[src/rtl/gpio_axil_responder.sv]
// gpio_axil_responder
// AXI4-Lite slave terminating the crossbar's GPIO window. It holds the OUT, OE
// and synchronized-IN registers and accepts a write-only TOGGLE port. The read
// and write channels are independent, and each allows one transaction in flight.
//
// Write FSM
//   state  | meaning
//   W_IDLE | collecting AW and W (either order); commits once both are held
//   W_RESP | B response presented, waiting for b_ready_i
//
// Read FSM
//   state  | meaning
//   R_IDLE | ar_ready_o high, waiting for an AR handshake
//   R_RESP | R data/response presented, waiting for r_ready_i

module gpio_axil_responder #(
  parameter int                    ADDR_WIDTH = 64,
  parameter int                    DATA_WIDTH = 64,
  parameter int                    NUM_GPIO   = 32,
  parameter logic [ADDR_WIDTH-1:0] BASE_ADDR  = 64'h0010_0000,
  parameter logic [ADDR_WIDTH-1:0] WINDOW_LEN = 64'h0001_0000
) (
  input  logic                    clk_i,
  input  logic                    reset_i,
  input  logic [ADDR_WIDTH-1:0]   aw_addr_i,
  input  logic                    aw_valid_i,
  output logic                    aw_ready_o,
  input  logic [DATA_WIDTH-1:0]   w_data_i,
  input  logic [DATA_WIDTH/8-1:0] w_strb_i,
  input  logic                    w_valid_i,
  output logic                    w_ready_o,
  output logic [1:0]              b_resp_o,
  output logic                    b_valid_o,
  input  logic                    b_ready_i,
  input  logic [ADDR_WIDTH-1:0]   ar_addr_i,
  input  logic                    ar_valid_i,
  output logic                    ar_ready_o,
  output logic [DATA_WIDTH-1:0]   r_data_o,
  output logic [1:0]              r_resp_o,
  output logic                    r_valid_o,
  input  logic                    r_ready_i,
  output logic [NUM_GPIO-1:0]     gpio_o,
  output logic [NUM_GPIO-1:0]     gpio_oe_o,
  input  logic [NUM_GPIO-1:0]     gpio_i
);

  localparam int STRB_WIDTH = DATA_WIDTH / 8;

  localparam logic [1:0] RESP_OKAY   = 2'b00;
  localparam logic [1:0] RESP_SLVERR = 2'b10;
  localparam logic [1:0] RESP_DECERR = 2'b11;

  localparam logic [1:0] REG_OUT    = 2'd0;
  localparam logic [1:0] REG_OE     = 2'd1;
  localparam logic [1:0] REG_IN     = 2'd2;
  localparam logic [1:0] REG_TOGGLE = 2'd3;

  // Offsets below this hit one of the four defined registers.
  localparam logic [ADDR_WIDTH-1:0] REG_SPAN = ADDR_WIDTH'(32);

  typedef enum logic {W_IDLE, W_RESP} w_state_e;
  typedef enum logic {R_IDLE, R_RESP} r_state_e;

  // write channel state
  w_state_e                w_state_q, w_state_d;
  logic                    aw_have_q, aw_have_d;
  logic                    w_have_q,  w_have_d;
  logic [ADDR_WIDTH-1:0]   aw_addr_q, aw_addr_d;
  logic [NUM_GPIO-1:0]     w_data_q,  w_data_d;
  logic [STRB_WIDTH-1:0]   w_strb_q,  w_strb_d;
  logic [1:0]              b_resp_q,  b_resp_d;

  // register file
  logic [NUM_GPIO-1:0]     out_q, out_d;
  logic [NUM_GPIO-1:0]     oe_q,  oe_d;

  // input synchronizer
  logic [NUM_GPIO-1:0]     sync1_q, sync1_d;
  logic [NUM_GPIO-1:0]     sync2_q, sync2_d;

  // read channel state
  r_state_e                r_state_q, r_state_d;
  logic [DATA_WIDTH-1:0]   r_data_q,  r_data_d;
  logic [1:0]              r_resp_q,  r_resp_d;

  // decode results
  logic [ADDR_WIDTH-1:0]   wr_offset, rd_offset;
  logic [1:0]              wr_sel,    rd_sel;
  logic [1:0]              wr_resp,   rd_resp;

  // strobe-qualified write data
  logic [DATA_WIDTH-1:0]   wr_bytes;
  logic [NUM_GPIO-1:0]     wr_mask;
  logic [NUM_GPIO-1:0]     wr_bits;

  logic [DATA_WIDTH-1:0]   rd_word;

  // Data and strobe bits above NUM_GPIO have no register behind them.
  logic                    unused_bits;
  assign unused_bits = ^{w_data_i, wr_bytes};

  // Classify the held write address and the live read address within the window.
  always_comb begin
    wr_offset = aw_addr_q - BASE_ADDR;
    rd_offset = ar_addr_i - BASE_ADDR;
    wr_sel    = wr_offset[4:3];
    rd_sel    = rd_offset[4:3];

    if ((aw_addr_q < BASE_ADDR) || (wr_offset >= WINDOW_LEN)) begin
      wr_resp = RESP_DECERR;
    end else if (wr_offset < REG_SPAN) begin
      wr_resp = RESP_OKAY;
    end else begin
      wr_resp = RESP_SLVERR;
    end

    if ((ar_addr_i < BASE_ADDR) || (rd_offset >= WINDOW_LEN)) begin
      rd_resp = RESP_DECERR;
    end else if (rd_offset < REG_SPAN) begin
      rd_resp = RESP_OKAY;
    end else begin
      rd_resp = RESP_SLVERR;
    end
  end

  // Expand byte strobes to a bit mask and qualify the held write data with it.
  always_comb begin
    wr_bytes = '0;
    for (int k = 0; k < STRB_WIDTH; k++) begin
      wr_bytes[8*k +: 8] = {8{w_strb_q[k]}};
    end
    wr_mask = wr_bytes[NUM_GPIO-1:0];
    wr_bits = w_data_q & wr_mask;
  end

  // Write FSM: capture AW and W independently, commit once both are held, then respond.
  always_comb begin
    w_state_d  = w_state_q;
    aw_have_d  = aw_have_q;
    w_have_d   = w_have_q;
    aw_addr_d  = aw_addr_q;
    w_data_d   = w_data_q;
    w_strb_d   = w_strb_q;
    b_resp_d   = b_resp_q;
    out_d      = out_q;
    oe_d       = oe_q;
    aw_ready_o = 1'b0;
    w_ready_o  = 1'b0;

    unique case (w_state_q)
      W_IDLE: begin
        aw_ready_o = !aw_have_q && !reset_i;
        w_ready_o  = !w_have_q && !reset_i;

        if (aw_valid_i && aw_ready_o) begin
          aw_have_d = 1'b1;
          aw_addr_d = aw_addr_i;
        end
        if (w_valid_i && w_ready_o) begin
          w_have_d = 1'b1;
          w_data_d = w_data_i[NUM_GPIO-1:0];
          w_strb_d = w_strb_i;
        end

        if (aw_have_q && w_have_q) begin
          b_resp_d = wr_resp;
          if (wr_resp == RESP_OKAY) begin
            unique case (wr_sel)
              REG_OUT:    out_d = (out_q & ~wr_mask) | wr_bits;
              REG_OE:     oe_d  = (oe_q & ~wr_mask) | wr_bits;
              REG_TOGGLE: out_d = out_q ^ wr_bits;
              default:    ;
            endcase
          end
          aw_have_d = 1'b0;
          w_have_d  = 1'b0;
          w_state_d = W_RESP;
        end
      end
      W_RESP: begin
        if (b_ready_i) begin
          w_state_d = W_IDLE;
        end
      end
      default: w_state_d = W_IDLE;
    endcase
  end

  assign b_valid_o = (w_state_q == W_RESP);
  assign b_resp_o  = b_resp_q;
  assign gpio_o    = out_q;
  assign gpio_oe_o = oe_q;

  // Write channel and register file state; reset drops any half-captured write.
  always_ff @(posedge clk_i) begin
    if (reset_i) begin
      w_state_q <= W_IDLE;
      aw_have_q <= 1'b0;
      w_have_q  <= 1'b0;
      aw_addr_q <= '0;
      w_data_q  <= '0;
      w_strb_q  <= '0;
      b_resp_q  <= RESP_OKAY;
      out_q     <= '0;
      oe_q      <= '0;
    end else begin
      w_state_q <= w_state_d;
      aw_have_q <= aw_have_d;
      w_have_q  <= w_have_d;
      aw_addr_q <= aw_addr_d;
      w_data_q  <= w_data_d;
      w_strb_q  <= w_strb_d;
      b_resp_q  <= b_resp_d;
      out_q     <= out_d;
      oe_q      <= oe_d;
    end
  end

  // Two-flop synchronizer for the asynchronous pin inputs.
  always_comb begin
    sync1_d = gpio_i;
    sync2_d = sync1_q;
  end

  // Synchronizer stages.
  always_ff @(posedge clk_i) begin
    if (reset_i) begin
      sync1_q <= '0;
      sync2_q <= '0;
    end else begin
      sync1_q <= sync1_d;
      sync2_q <= sync2_d;
    end
  end

  // Read mux; error responses and TOGGLE always return zero.
  always_comb begin
    rd_word = '0;
    if (rd_resp == RESP_OKAY) begin
      unique case (rd_sel)
        REG_OUT: rd_word[NUM_GPIO-1:0] = out_q;
        REG_OE:  rd_word[NUM_GPIO-1:0] = oe_q;
        REG_IN:  rd_word[NUM_GPIO-1:0] = sync2_q;
        default: rd_word = '0;
      endcase
    end
  end

  // Read FSM: register data on the AR handshake and hold it until r_ready_i.
  always_comb begin
    r_state_d  = r_state_q;
    r_data_d   = r_data_q;
    r_resp_d   = r_resp_q;
    ar_ready_o = 1'b0;

    unique case (r_state_q)
      R_IDLE: begin
        ar_ready_o = !reset_i;
        if (ar_valid_i && ar_ready_o) begin
          r_data_d  = rd_word;
          r_resp_d  = rd_resp;
          r_state_d = R_RESP;
        end
      end
      R_RESP: begin
        if (r_ready_i) begin
          r_state_d = R_IDLE;
        end
      end
      default: r_state_d = R_IDLE;
    endcase
  end

  assign r_valid_o = (r_state_q == R_RESP);
  assign r_data_o  = r_data_q;
  assign r_resp_o  = r_resp_q;

  // Read channel state.
  always_ff @(posedge clk_i) begin
    if (reset_i) begin
      r_state_q <= R_IDLE;
      r_data_q  <= '0;
      r_resp_q  <= RESP_OKAY;
    end else begin
      r_state_q <= r_state_d;
      r_data_q  <= r_data_d;
      r_resp_q  <= r_resp_d;
    end
  end

endmodule

[config.mk]
export PLATFORM = sky130hd
export DESIGN_NAME = gpio_axil_responder
export DESIGN_NICKNAME = d
export VERILOG_FILES = /design/src/rtl/gpio_axil_responder.sv
export SDC_FILE = /design/constraint.sdc
export NUM_CORES = 1
export LEC_CHECK = 0
export ABC_AREA = 1
export ABC_CLOCK_PERIOD_IN_PS = 2700
export BUFFER_PORTS_ARGS = -buffer_cell sky130_fd_sc_hd__buf_2
export CAP_MARGIN = 20
export CORE_ASPECT_RATIO = 0.7
export CORE_MARGIN = 2
export CORE_UTILIZATION = 40
export DETAILED_ROUTE_END_ITERATION = 10
export PLACE_DENSITY = 0.75
export SYNTH_ARGS = -nofsm -noshare
export SYNTH_HDL_FRONTEND = slang
export SYNTH_SLANG_ARGS = --single-unit
[constraint.sdc]
create_clock -name clk_i -period 2.7 [get_ports clk_i]
set_clock_uncertainty 0.15 [all_clocks]
set_input_delay 0.54 -clock clk_i [delete_from_list [all_inputs] [get_ports clk_i]]
set_output_delay 0.54 -clock clk_i [all_outputs]
set_load 0.01 [all_outputs]
# == Yosys cells after proc, flatten, opt, wreduce, memory -nomap -nowiden ==
# Index checks and enable logic that the tools add are counted.
# totals
regBits,300
input_bits,239
out_inout_bits,137
wordCells,81
# classes
addsub,2
magnitude_cmp,6
n_eq_ne,4
muxes,20
n_bitwise,9
reduce_logical,26
# op_table
operator,count
"64-bit by 17-bit greater-or-equal comparator with 1-bit output, second input constant",2
"64-bit by 21-bit less-than comparator with 1-bit output, second input constant",2
"64-bit by 6-bit less-than comparator with 1-bit output, second input constant",2
"64-bit by 21-bit subtractor with 64-bit output, second input constant",2
32-bit bitwise AND,3
32-bit one-hot mux with 3 select lines,1
32-bit OR,2
32-bit one-hot mux with 2 select lines,1
32-bit two-way mux,1
32-bit NOT,1
32-bit bitwise XOR,1
2-bit AND reduction,6
1-bit two-way mux,11
2-bit logical NOT,4
2-bit two-way mux,4
4-bit AND reduction,2
1-bit logical AND,6
2-bit nonzero test,3
"2-bit by 1-bit equality test with 1-bit output, second input constant",2
"2-bit equality test, second input constant",2
1-bit one-hot mux with 2 select lines,2
1-bit logical NOT,3
1-bit logical OR,2
1-bit NOT,2

# == Longest topological paths before layout ==
# depth
word_depth,6
ltp_mapped,17

# == Worst setup path before layout ==
# No wires, ideal clock.
# synth_path
path_kind,in2reg
from,in ar_addr_i[22]
to,"reg r_data_q[21], in the netlist r_data_o[21]"
setup_time_ps,70
t_arrival_ps,2389
required_time_ps,2480
setup_slack_ps,91
cell_stages,12
n_path_buf,1
path_cell_list,nor2_1 -> nand2_1 -> nor2_4 -> nand2_1 -> nor2_1 -> nand3_1 -> xor2_1 -> nand4_1 -> nor2_1 -> buf_4 -> nand4_1 -> a21oi_1
# synth_via
elab_chain_cells,6
elab_cells_between_ends,9
# synth_lines
element,line_no,rtl
"start, declared",35,"input logic [ADDR_WIDTH-1:0] ar_addr_i,"
64-bit by 21-bit subtractor with 64-bit output,105,rd_offset = ar_addr_i - BASE_ADDR;
64-bit by 6-bit less-than comparator with 1-bit output / 64-bit by 17-bit greater-or-equal comparator with 1-bit output (equally long branches),"119, 117",
2-bit two-way mux / 1-bit logical OR (equally long branches),"119, 117",
2-bit two-way mux *,117,if ((ar_addr_i < BASE_ADDR) || (rd_offset >= WINDOW_LEN)) begin
2-bit logical NOT *,239,if (rd_resp == RESP_OKAY) begin
32-bit two-way mux *,239,
"end signal, assigned",286,r_data_q <= r_data_d;
"end, declared",83,"logic [DATA_WIDTH-1:0] r_data_q, r_data_d;"
# Every way passes the cells marked *; elsewhere a longest branch is shown, timed or not.
# A chain may end at the register's enable or synchronous reset.

==> results.txt <==
----------------------------------------------------
[Clock tree]
  CTS tree ... done
  Clock latency on the worst-skew pair ... 0.58 ns
  Num Clock Sinks ... 268
  Cell at the root of the clock tree ... sky130_fd_sc_hd__clkbuf_16
  Num CTS Buffers ... 28
  CTS clk-pin slew, worst paths ... 0.06 ns
  Number of buffers on the longest clock path ... 3
  H-tree levels ... 1

[Setup path]
  Maximum fanout encountered on the critical timing path ... 8
  Number of cell instances on the worst register-to-register path ... 15
  CP delay by family, top ... simple AND/OR/NAND/NOR gates
  Number of buffers and inverters on the critical path ... 2
  Nature of the critical path startpoint ... flip-flop
  Required time at the worst-slack endpoint ... 3.04 ns
  Arr. time, crit path ... 3.21 ns
  Crit Path Category ... reg2reg
  Crit path largest cell delay ... 0.33 ns
  Levels on crit path ... 15
  CP Cell Sequence ... nor2_1, nand2_2, nor2_2, nand2_1, buf_4, o21ai_1, nand3_1, nor2_1, nand2_2, nor2_4, nand4_1, nor2_4, buf_8, nand3_1, a21oi_1
  Setup crit end kind ... flip-flop
  Slowest CP cell ... sky130_fd_sc_hd__dfxtp_1

[Detailed routing]
  Detailed-route vias per instance ... 5.072
  Vias post-DR ... 15810
  Detailed Route Iter0 Violations ... 1340
  Total Wirelength ... 52.33 mm
  Residual DRC ... 0
  Number of optimization iterations in the first detailed-route pass ... 6
  Average routed wire per standard cell ... 16.79 um
  ANT nets after route ... 0

[Run status]
  Outcome ... finished, violations left
  Violations in the final reports ... negative setup slack

[STA]
  Final Hold Viols ... 0
  Final Max Tran Viols ... 0
  Hold_ws ... 0.01598 ns
  Slew of the pin with the lowest slew margin ... 0.6778 ns
  Setup TNS after final layout ... -8.470 ns
  Worst slew margin ... 0.5481
  Fmax ... 0.3475 GHz
  Clock period minus final worst setup slack ... about 2.9 ns
  Final Setup Violations ... 64
  Unrepaired setup endpoints after global routing ... true
  Crit path setup slack, layout ... -0.1775 ns
  Crit share post-route ... 1.066

[Logic synthesis]
  Netlist area before placement ... 14220 um^2
  Post-synthesis sequential area ratio ... 0.3773
  Number of distinct library cells after synthesis ... 43
  Number of warnings printed during yosys synthesis ... 0
  Post-Syn Area per Cell ... roughly 6.5 um^2
  Share of the synthesized area in the top cell type ... 0.3773
  Most area-consuming cells after synthesis ... sky130_fd_sc_hd__dfxtp_1, sky130_fd_sc_hd__nand2_1, sky130_fd_sc_hd__nor2_1
  Library cell with the largest summed area after synthesis ... sky130_fd_sc_hd__dfxtp_1
  Synthesized netlist cell count ... between 2000 and 2500
  Number of flip-flops and latches in the synthesized netlist ... 268

[Min path]
  Path type of the worst min-delay path ... in2reg
  Worst hold stages ... 3

[Global routing]
  Total track usage ... 0.2701
  Number of antenna violations at the first check in global routing ... 4
  Global-route wire length before repair ... approximately 80 mm
  Maximum number of pins on one net before global-route repair ... around 140
  Global-route congestion overflow total ... 0
  Via count of the first global-routing pass ... roughly 15000

[Floorplanning]
  Initial standard-cell utilization of the core ... 0.4078
  Placement row count ... 57
  Y dimension of the die ... roughly 160 um
  I/O pin count ... 376
  Core Area ... 34870 um^2
  Die width ... 229.4 um
  Die area ... 37100 um^2

[Cells and area]
  Number of nets in the layout ... around 2900
  Non-Filler Instances ... approximately 3100
  Growth of design area from synthesis to finish ... 33.36%
  Share of post-route cells with drive strength above 1 ... 0.2662

[Flow run]
  Number of maximum-capacitance constraint violations ... 0

[Power and ir drop]
  Total power ... between 10000 and 15000 uW
  Leak ... 0.009053 uW
  Cell area power density ... around 550 nW/um^2
  Worst vdd rail ir drop ... between 0.4 and 0.5 mV

[Placed design]
  Port bufs ... 304
  Cells after DPL ... around 3000
  Weighted congestion at the end of routability-driven global placement ... 0.9582
  HPWL after DPL ... 38.73 mm

----------------------------------------------------
-- through the flow --
stage | setup slack [ns] | utilization | cell area [um^2]
after CTS | -0.08636 | 0.5362 | 18700
after global routing | -0.3213 | 0.5438 | 18970
final | -0.1775 | 0.5438 | 18970
after global placement | -0.3925 | 0.4941 | 17230
after detailed placement | -0.3743 | 0.4941 | 17230
after floorplan | 0.09103 | - | 14340
-- layout by cell type, fill, tap and decap left out, types with 57 or more instances in the layout --
master	n
sky130_fd_sc_hd__buf_4	161
sky130_fd_sc_hd__nand4_1	57
sky130_fd_sc_hd__dfxtp_1	259
sky130_fd_sc_hd__nand3_1	158
sky130_fd_sc_hd__buf_2	303
sky130_fd_sc_hd__inv_1	253
sky130_fd_sc_hd__o21ai_0	86
sky130_fd_sc_hd__a21oi_1	161
sky130_fd_sc_hd__nand2_1	546
sky130_fd_sc_hd__nor2_1	267
-- cell usage after synthesis, drive strengths merged --
cell	n
ha	2
buf	51
a31oi	1
dfxtp	268
a41oi	1
xor2	11
nand3b	7
nand4	61
clkbuf	75
nor4	2
a21oi	171
o21a	1
nand2	577
nand3	179
nor3	6
xnor2	32
nor2b	1
o21ai	97
nor3b	1
conb	1
inv	260
and3	1
and2	1
o211ai	33
clkinv	1
nor2	349
or3	1
o221ai	1
-- cells by family after synthesis --
logic type / count (synthesis) / share of synthesized area
simple gates: 1186 / 0.3652
buf+inv: 387 / 0.1148
compound gates: 305 / 0.1142
flops: 268 / 0.3773
xor+xnor: 43 / 0.02648
fa+ha+maj: 2 / 0.001759
other cells: 1 / 0.0002637
-- cell type report --
class / instances / area, um^2
Timing Repair Buffer: 492 / 3137
Inverter: 261 / 979.7
Sequential cell: 268 / 5376
Tap cell: 472 / 590.6
Fill cell: 3375 / 15910
Antenna cell: 4 / 10.01
Multi-Input combinational cell: 1568 / 7844
Clock buffer: 39 / 782.0
Clock inverter: 13 / 246.5
-- per-layer routing --
layer | part of all wire | track usage | up-vias | routed length [um]
met5 | 0 | 0 | - | 0
met2 | 0.42 | 0.4047 | 696 | 21990
met3 | 0.092 | 0.06110 | 71 | 4803
met1 | 0.46 | 0.3836 | 7276 | 23990
met4 | 0.030 | 0.08766 | 0 | 1557
li1 | - | - | 7765 | -
-- worst register-to-register path, delay by kind of cell, from the launching register on --
family	cells	cell delay, ns
simple gates	11	1.68
flops	1	0.33
compound gates	2	0.30
buf+inv	2	0.35
-- final timing paths --
| kind | start | end | slack, ns |
|---|---|---|---|
| setup / recovery | aw_addr_q[32] | flip-flop | -0.18 |
| hold / removal | gpio_i[9] | sync1_q[9] | 0.02 |
| setup reg to reg | aw_addr_q[32] | flip-flop | -0.18 |
| hold reg to reg | sync1_q[7] | sync2_q[7] | 0.25 |
-- where the power goes --
part           switching, uW  internal (uW)  total, uW
clock                   1700           2610       4310
combinational           1190            742       1940
sequential               107           4100       4200
total                   3000           7450      10400
-- timing repair --
item                                   in CTS  in global routing
endpoints found under the hold margin      10                  0
resized for setup                          66                 88
setup endpoints to repair                  64                 88
pin swaps                                  38                 49
setup buffers                              10                  6
hold buffers                               10                  0
gates cloned                                2                  0
(Power assumes the default switching activity.)
